[src/rtl/seg_pipe_adder.sv]
// seg_pipe_adder: segmented ripple-carry adder, SEG bits resolved per stage,
// NSTG = WIDTH/SEG stages followed by an output register with valid/ready
// handshake. Whole pipeline freezes while the output is stalled.
// Optional feature macro: SEG_PIPE_ADDER_SAT_EN (saturate sum to all ones on
// final carry; cout still reports the overflow).
module seg_pipe_adder #(
  parameter int WIDTH = 10,
  parameter int SEG   = 5
) (
  input  logic             clk,
  input  logic             rst_n,
  input  logic             flush,
  input  logic             in_valid,
  output logic             in_ready,
  input  logic [WIDTH-1:0] a,
  input  logic [WIDTH-1:0] b,
  input  logic             cin,
  output logic             out_valid,
  input  logic             out_ready,
  output logic [WIDTH-1:0] sum,
  output logic             cout,
  output logic             busy
);

  localparam int SEG_SAFE = (SEG < 1) ? 1 : SEG;
  localparam int NSTG     = (WIDTH / SEG_SAFE < 1) ? 1 : WIDTH / SEG_SAFE;

  if ((WIDTH < 1) || (SEG < 1) || ((WIDTH % SEG_SAFE) != 0)) begin : g_bad_params
    $error("seg_pipe_adder: WIDTH must be >= 1 and a multiple of SEG >= 1");
  end

`ifdef SEG_PIPE_ADDER_SAT_EN
  // Clamp the sum to all ones when the final carry is set.
  function automatic logic [WIDTH-1:0] sat_fn(input logic [WIDTH-1:0] s, input logic c);
    logic [WIDTH-1:0] r;
    if (c) begin
      r = {WIDTH{1'b1}};
    end else begin
      r = s;
    end
    return r;
  endfunction
`endif

  logic             stall_s;
  logic [NSTG-1:0]  vld_s;
  logic             last_vld_s;
  logic             last_cry_s;
  logic [WIDTH-1:0] last_acc_s;
  logic [WIDTH-1:0] fin_sum_s;
  logic             out_valid_r;
  logic [WIDTH-1:0] sum_r;
  logic             cout_r;

  // A held, unconsumed result freezes every register in the pipe.
  assign stall_s = out_valid_r & ~out_ready;

  for (genvar g = 0; g < NSTG; g++) begin : stg
    localparam int BASE = g * SEG_SAFE;
    localparam int LO   = BASE + SEG_SAFE;
    localparam int HI   = WIDTH - LO;

    // acc_r holds finished sum bits [LO-1:0] and untouched a bits above them.
    logic             vld_r;
    logic             cry_r;
    logic [WIDTH-1:0] acc_r;
    logic [WIDTH-1:0] acc_in_s;
    logic [WIDTH-1:0] acc_d_s;
    logic [SEG_SAFE-1:0] bseg_s;
    logic             c_s;
    logic             v_s;
    logic [SEG_SAFE:0] add_s;

    if (g == 0) begin : src
      assign acc_in_s = a;
      assign bseg_s   = b[SEG_SAFE-1:0];
      assign c_s      = cin;
      assign v_s      = in_valid & in_ready;
    end else begin : src
      assign acc_in_s = stg[g-1].acc_r;
      assign bseg_s   = stg[g-1].bh.bhi_r[SEG_SAFE-1:0];
      assign c_s      = stg[g-1].cry_r;
      assign v_s      = stg[g-1].vld_r;
    end

    // Upper b bits not yet consumed travel alongside the stage.
    if (HI > 0) begin : bh
      logic [HI-1:0] bhi_r;
      logic [HI-1:0] bhi_d_s;
      if (g == 0) begin : bsrc
        assign bhi_d_s = b[WIDTH-1:LO];
      end else begin : bsrc
        assign bhi_d_s = stg[g-1].bh.bhi_r[HI+SEG_SAFE-1:SEG_SAFE];
      end

      // Delay register for the remaining b bits; data need not clear on flush.
      always_ff @(posedge clk or negedge rst_n) begin
        if (!rst_n) begin
          bhi_r <= {HI{1'b0}};
        end else if (!stall_s) begin
          bhi_r <= bhi_d_s;
        end
      end
    end

    assign add_s = {1'b0, acc_in_s[BASE +: SEG_SAFE]} + {1'b0, bseg_s}
                 + {{SEG_SAFE{1'b0}}, c_s};

    // Splice this segment's sum bits into the travelling accumulator.
    always_comb begin
      acc_d_s = acc_in_s;
      acc_d_s[BASE +: SEG_SAFE] = add_s[SEG_SAFE-1:0];
    end

    // Stage register: valid bit, segment carry and accumulator.
    always_ff @(posedge clk or negedge rst_n) begin
      if (!rst_n) begin
        vld_r <= 1'b0;
        cry_r <= 1'b0;
        acc_r <= {WIDTH{1'b0}};
      end else if (flush) begin
        vld_r <= 1'b0;
      end else if (!stall_s) begin
        vld_r <= v_s;
        cry_r <= add_s[SEG_SAFE];
        acc_r <= acc_d_s;
      end
    end

    assign vld_s[g] = vld_r;
  end

  assign last_vld_s = stg[NSTG-1].vld_r;
  assign last_cry_s = stg[NSTG-1].cry_r;
  assign last_acc_s = stg[NSTG-1].acc_r;

`ifdef SEG_PIPE_ADDER_SAT_EN
  assign fin_sum_s = sat_fn(last_acc_s, last_cry_s);
`else
  assign fin_sum_s = last_acc_s;
`endif

  // Output register: takes the last-stage result whenever not stalled, so a
  // consumed result is replaced in the same edge without a bubble.
  always_ff @(posedge clk or negedge rst_n) begin
    if (!rst_n) begin
      out_valid_r <= 1'b0;
      sum_r       <= {WIDTH{1'b0}};
      cout_r      <= 1'b0;
    end else if (flush) begin
      out_valid_r <= 1'b0;
    end else if (!stall_s) begin
      out_valid_r <= last_vld_s;
      if (last_vld_s) begin
        sum_r  <= fin_sum_s;
        cout_r <= last_cry_s;
      end
    end
  end

  assign in_ready  = ~stall_s & ~flush;
  assign out_valid = out_valid_r;
  assign sum       = sum_r;
  assign cout      = cout_r;
  assign busy      = (|vld_s) | out_valid_r;

endmodule

[config.mk]
export PLATFORM = sky130hd
export DESIGN_NAME = seg_pipe_adder
export DESIGN_NICKNAME = d
export VERILOG_FILES = /design/src/rtl/seg_pipe_adder.sv
export SDC_FILE = /design/constraint.sdc
export NUM_CORES = 1
export LEC_CHECK = 0
export ABC_CLOCK_PERIOD_IN_PS = 1700
export CAP_MARGIN = 20
export CORE_UTILIZATION = 45
export CTS_CLUSTER_DIAMETER = 60
export DETAILED_ROUTE_END_ITERATION = 10
export PLACE_DENSITY = 0.74
export SLEW_MARGIN = 30
export SYNTH_ARGS = -nofsm -noshare
export SYNTH_HDL_FRONTEND = slang
export SYNTH_SLANG_ARGS = --single-unit
[constraint.sdc]
create_clock -name clk -period 1.7 [get_ports clk]
set_clock_uncertainty 0.05 [all_clocks]
set_input_delay 0.34 -clock clk [delete_from_list [all_inputs] [get_ports clk]]
set_output_delay 0.34 -clock clk [all_outputs]
set_load 0.005 [all_outputs]
==> qor.yml <==
placement:
  dp.cells: 269
  post-dp-hpwl_mm: 2.56
  gp_congestion: 0.833
  portBuffers: 39
final_layout:
  antennaDiodeCount: 0
  syn_to_final_growth_pct: 35.5
  stdcell_count: 281
  fillerInstances: 319
  nNetsFinal: 269
  final_layout_size_suffix_gt1_frac: 0.264
timing:
  setup_viol: 0
  rsz0062_at_grt: "true"
  finalMaxSlewViolations: 0
  finalHoldViolCount: 0
  tightest_slew_ps: 459
  max_freq_ghz: 0.599
  min_period_ps: 1670
  max_slew_margin: 0.694
  period_share: 0.981
clock_network:
  cts_buffer_depth: 2
  cts_tree: "built"
  clk-insertion-delay-late_ps: 290
  clk_pin_slew_worst_paths_ps: 70
  cts_buffers: 5
  cts_root_buf: "clkbuf_8"
  htreeDepth: 2
  cts_num_sinks: 41
power_and_ir_drop:
  peakVddDrop_v: 0.000463
  p_leak_nw: 1.27
  total_power_mw: 2.70
  p_per_area_nw_per_um2: 1030
die:
  die_h_um: 67.6
  design.core.area_um2: 4060
  pin_count: 40
  num_rows: 23
  die_width_um: 67.6
  initial_core_util: 0.478
  dieArea_um2: 4570
logic_synthesis:
  yosysUniqueCellTypes: 28
  synth_fa_ha_area_frac: 0.0930
  seq_area_frac_synth: 0.529
  synth_xor_area_frac: 0.0226
  netlist_instances: 172
  synth_warnings: 0
  syn_avg_cell_area_um2: 11.3
  synth.net_count: 210
  synth_top_family_by_area: "simple AND/OR/NAND/NOR gates"
  yosys.area_share.simple: 0.132
  synth-compound-area-share: 0.0549
  syn_area_um2: 1940
  synthMuxAreaShare: 0.123
  ys_ff_latch: 41
setup_path:
  critPathTopFamily: "adder cells"
  cp-end-kind: "flop"
  cp_num_buf_inv: 1
  required_ps: 1820
  critPathMaxFanout: 2
  cp.arrival_ps: 1780
  crit_slowest_cell: "dfrtp_1"
  worst-setup-path-type: "reg2reg"
  cp-start-kind: "flop"
  cpMostUsedCell: "fa_2"
  path_cells: "fa_2 > inv_1 > fa_2 > nand2b_4 > a21oi_2 > xnor2_1 > o21ai_1"
  cpPeakStageDelay_ps: 390
drt:
  first_pass_iters: 4
  routed_wirelength_mm: 3.42
  top_layer_used: "met4"
  ant_nets: 0
  drt-met1-wl_mm: 1.61
  met3_length_um: 106
  drc_errors: 0
  wire_per_inst_um: 12.2
  vias_per_cell: 4.75
  num_vias: 1336
  drt_iter0_drc: 43
  wl_met2_mm: 1.66
flow_run:
  maxCapViolations: 0
global_routing:
  grt_pass1_wl_mm: 5.53
  grt_pass1_vias: 1300
  grt_max_degree: 31
  antenna_found_initial: 0
  grt_overflow: 0
  track_usage: 0.166
min_path:
  min_path_type: "reg2reg"
outcome:
  status: "complete, no violations"
-- synthesized netlist by cell type --
library cell	n	share of area
a2111oi_0	1	0.0045
inv_1	7	0.014
or2_1	1	0.0032
buf_6	3	0.017
nand3_1	1	0.0026
xor2_1	2	0.0090
nand2b_1	1	0.0032
nor2_1	10	0.019
fa_1	4	0.041
xnor2_1	3	0.014
ha_1	8	0.052
buf_2	3	0.0077
nand2_2	1	0.0032
mux2_2	6	0.035
nor3_1	2	0.0052
nand2_1	44	0.085
mux2i_1	2	0.010
o31ai_1	1	0.0039
or3_1	1	0.0032
dfrtp_1	41	0.53
clkbuf_1	1	0.0019
a21o_1	1	0.0039
o21ai_0	10	0.026
a21boi_0	1	0.0039
clkinv_4	1	0.0045
mux2_4	10	0.077
nor2b_4	1	0.0071
a21oi_1	5	0.013
-- area by class of cell --
| type | instances | area (um^2) | share of cell area |
|---|---|---|---|
| flip-flops and latches | 41 | 1030 | 0.391 |
| multi-input cells | 116 | 871 | 0.332 |
| repair buffers | 59 | 546 | 0.208 |
| clock buffers | 7 | 86.3 | 0.0329 |
| well taps | 50 | 62.6 | 0.0238 |
| inverters | 8 | 35.0 | 0.0133 |
-- state kept, by name (all words and copies together), names as in the netlist --
register,flops
cout,1
fin_sum_s,10
last_cry_s,1
last_vld_s,1
out_valid,1
stg.acc_r,10
stg.bh.bhi_r,5
stg.cry_r,1
stg.vld_r,1
sum,10
-- worst register-to-register path: stages, from the launching register on --
cell and delay, ps:
dfrtp_1 390, fa_2 220, inv_1 60, fa_2 350
nand2b_4 150, a21oi_2 140, xnor2_1 120, o21ai_1 70
-- cell families (layout without fill, tap and decap cells) --
group,count (synthesis),after routing
fa+ha+maj,12,12
mux,18,18
compound gates,19,19
xor+xnor,5,5
buf+inv,15,74
flops,41,41
simple gates,62,62
-- layer usage --
layer	track usage	up-vias
li1	-	677
met1	0.210	625
met2	0.276	29
met3	0.0355	5
met4	0.0638	0
met5	0	-
-- worst paths after layout --
| path | startpoint | to | slack (ps) | depth (start not counted) |
|---|---|---|---|---|
| max | stg[0].bh.bhi_r[0] | fin_sum_s[9] | 30 | 7 |
| min | stg[0].acc_r[1] | fin_sum_s[1] | 420 | 2 |
| max reg2reg | stg[0].bh.bhi_r[0] | fin_sum_s[9] | 30 | 7 |
| min reg2reg | stg[0].acc_r[1] | fin_sum_s[1] | 420 | 2 |
| max in group asynchronous | rst_n | sum[7] | 640 | 3 |
| min in group asynchronous | rst_n | stg[0].acc_r[4] | 490 | 2 |
-- cell usage in the layout (no fill, tap or decap), types with 2 or more instances in the layout --
cell              n
o21ai_1           3
xor2_1            2
inv_1             3
o21ai_0           7
clkdlybuf4s15_1   3
buf_4            17
ha_1              7
a21oi_2           2
nor2_1           10
mux2_4           10
nand2_1          44
clkbuf_8          6
fa_2              4
mux2_2            6
dfrtp_1          41
buf_2             2
a21oi_1           3
nor3_1            2
inv_2             4
xnor2_1           3
clkdlybuf4s50_1  31
mux2i_1           2
-- through the flow --
stage          instance area (um^2)  setup slack [ps]  hold WS, ps  TNS [ps]  utilization
2_1_floorplan                  1940              12.9        -5.59         0            -
3_3_place_gp                   2460              -417          266     -6070        0.607
3_5_place_dp                   2460              -493          261     -6540        0.607
4_1_cts                        2570              1.90          427         0        0.634
5_1_grt                        2630             -56.7          452     -56.7        0.647
6_report                       2630              31.6          425         0        0.647
-- power breakdown --
part	leakage (nW)	switching (mW)	internal, mW
registers	0.505	0.115	1.18
clock network	0.0443	0.301	0.322
logic	0.723	0.268	0.511
total	1.27	0.684	2.02
-- what timing repair did --
action | CTS | global route
buffers inserted | 1 | 3
endpoints found under the hold margin | 17 | 0
resized for setup | 23 | 11
endpoints found under the setup margin | 14 | 5
hold buffers | 1 | 0
pin swaps | 6 | 8
Power figures use the tool's default switching activity.
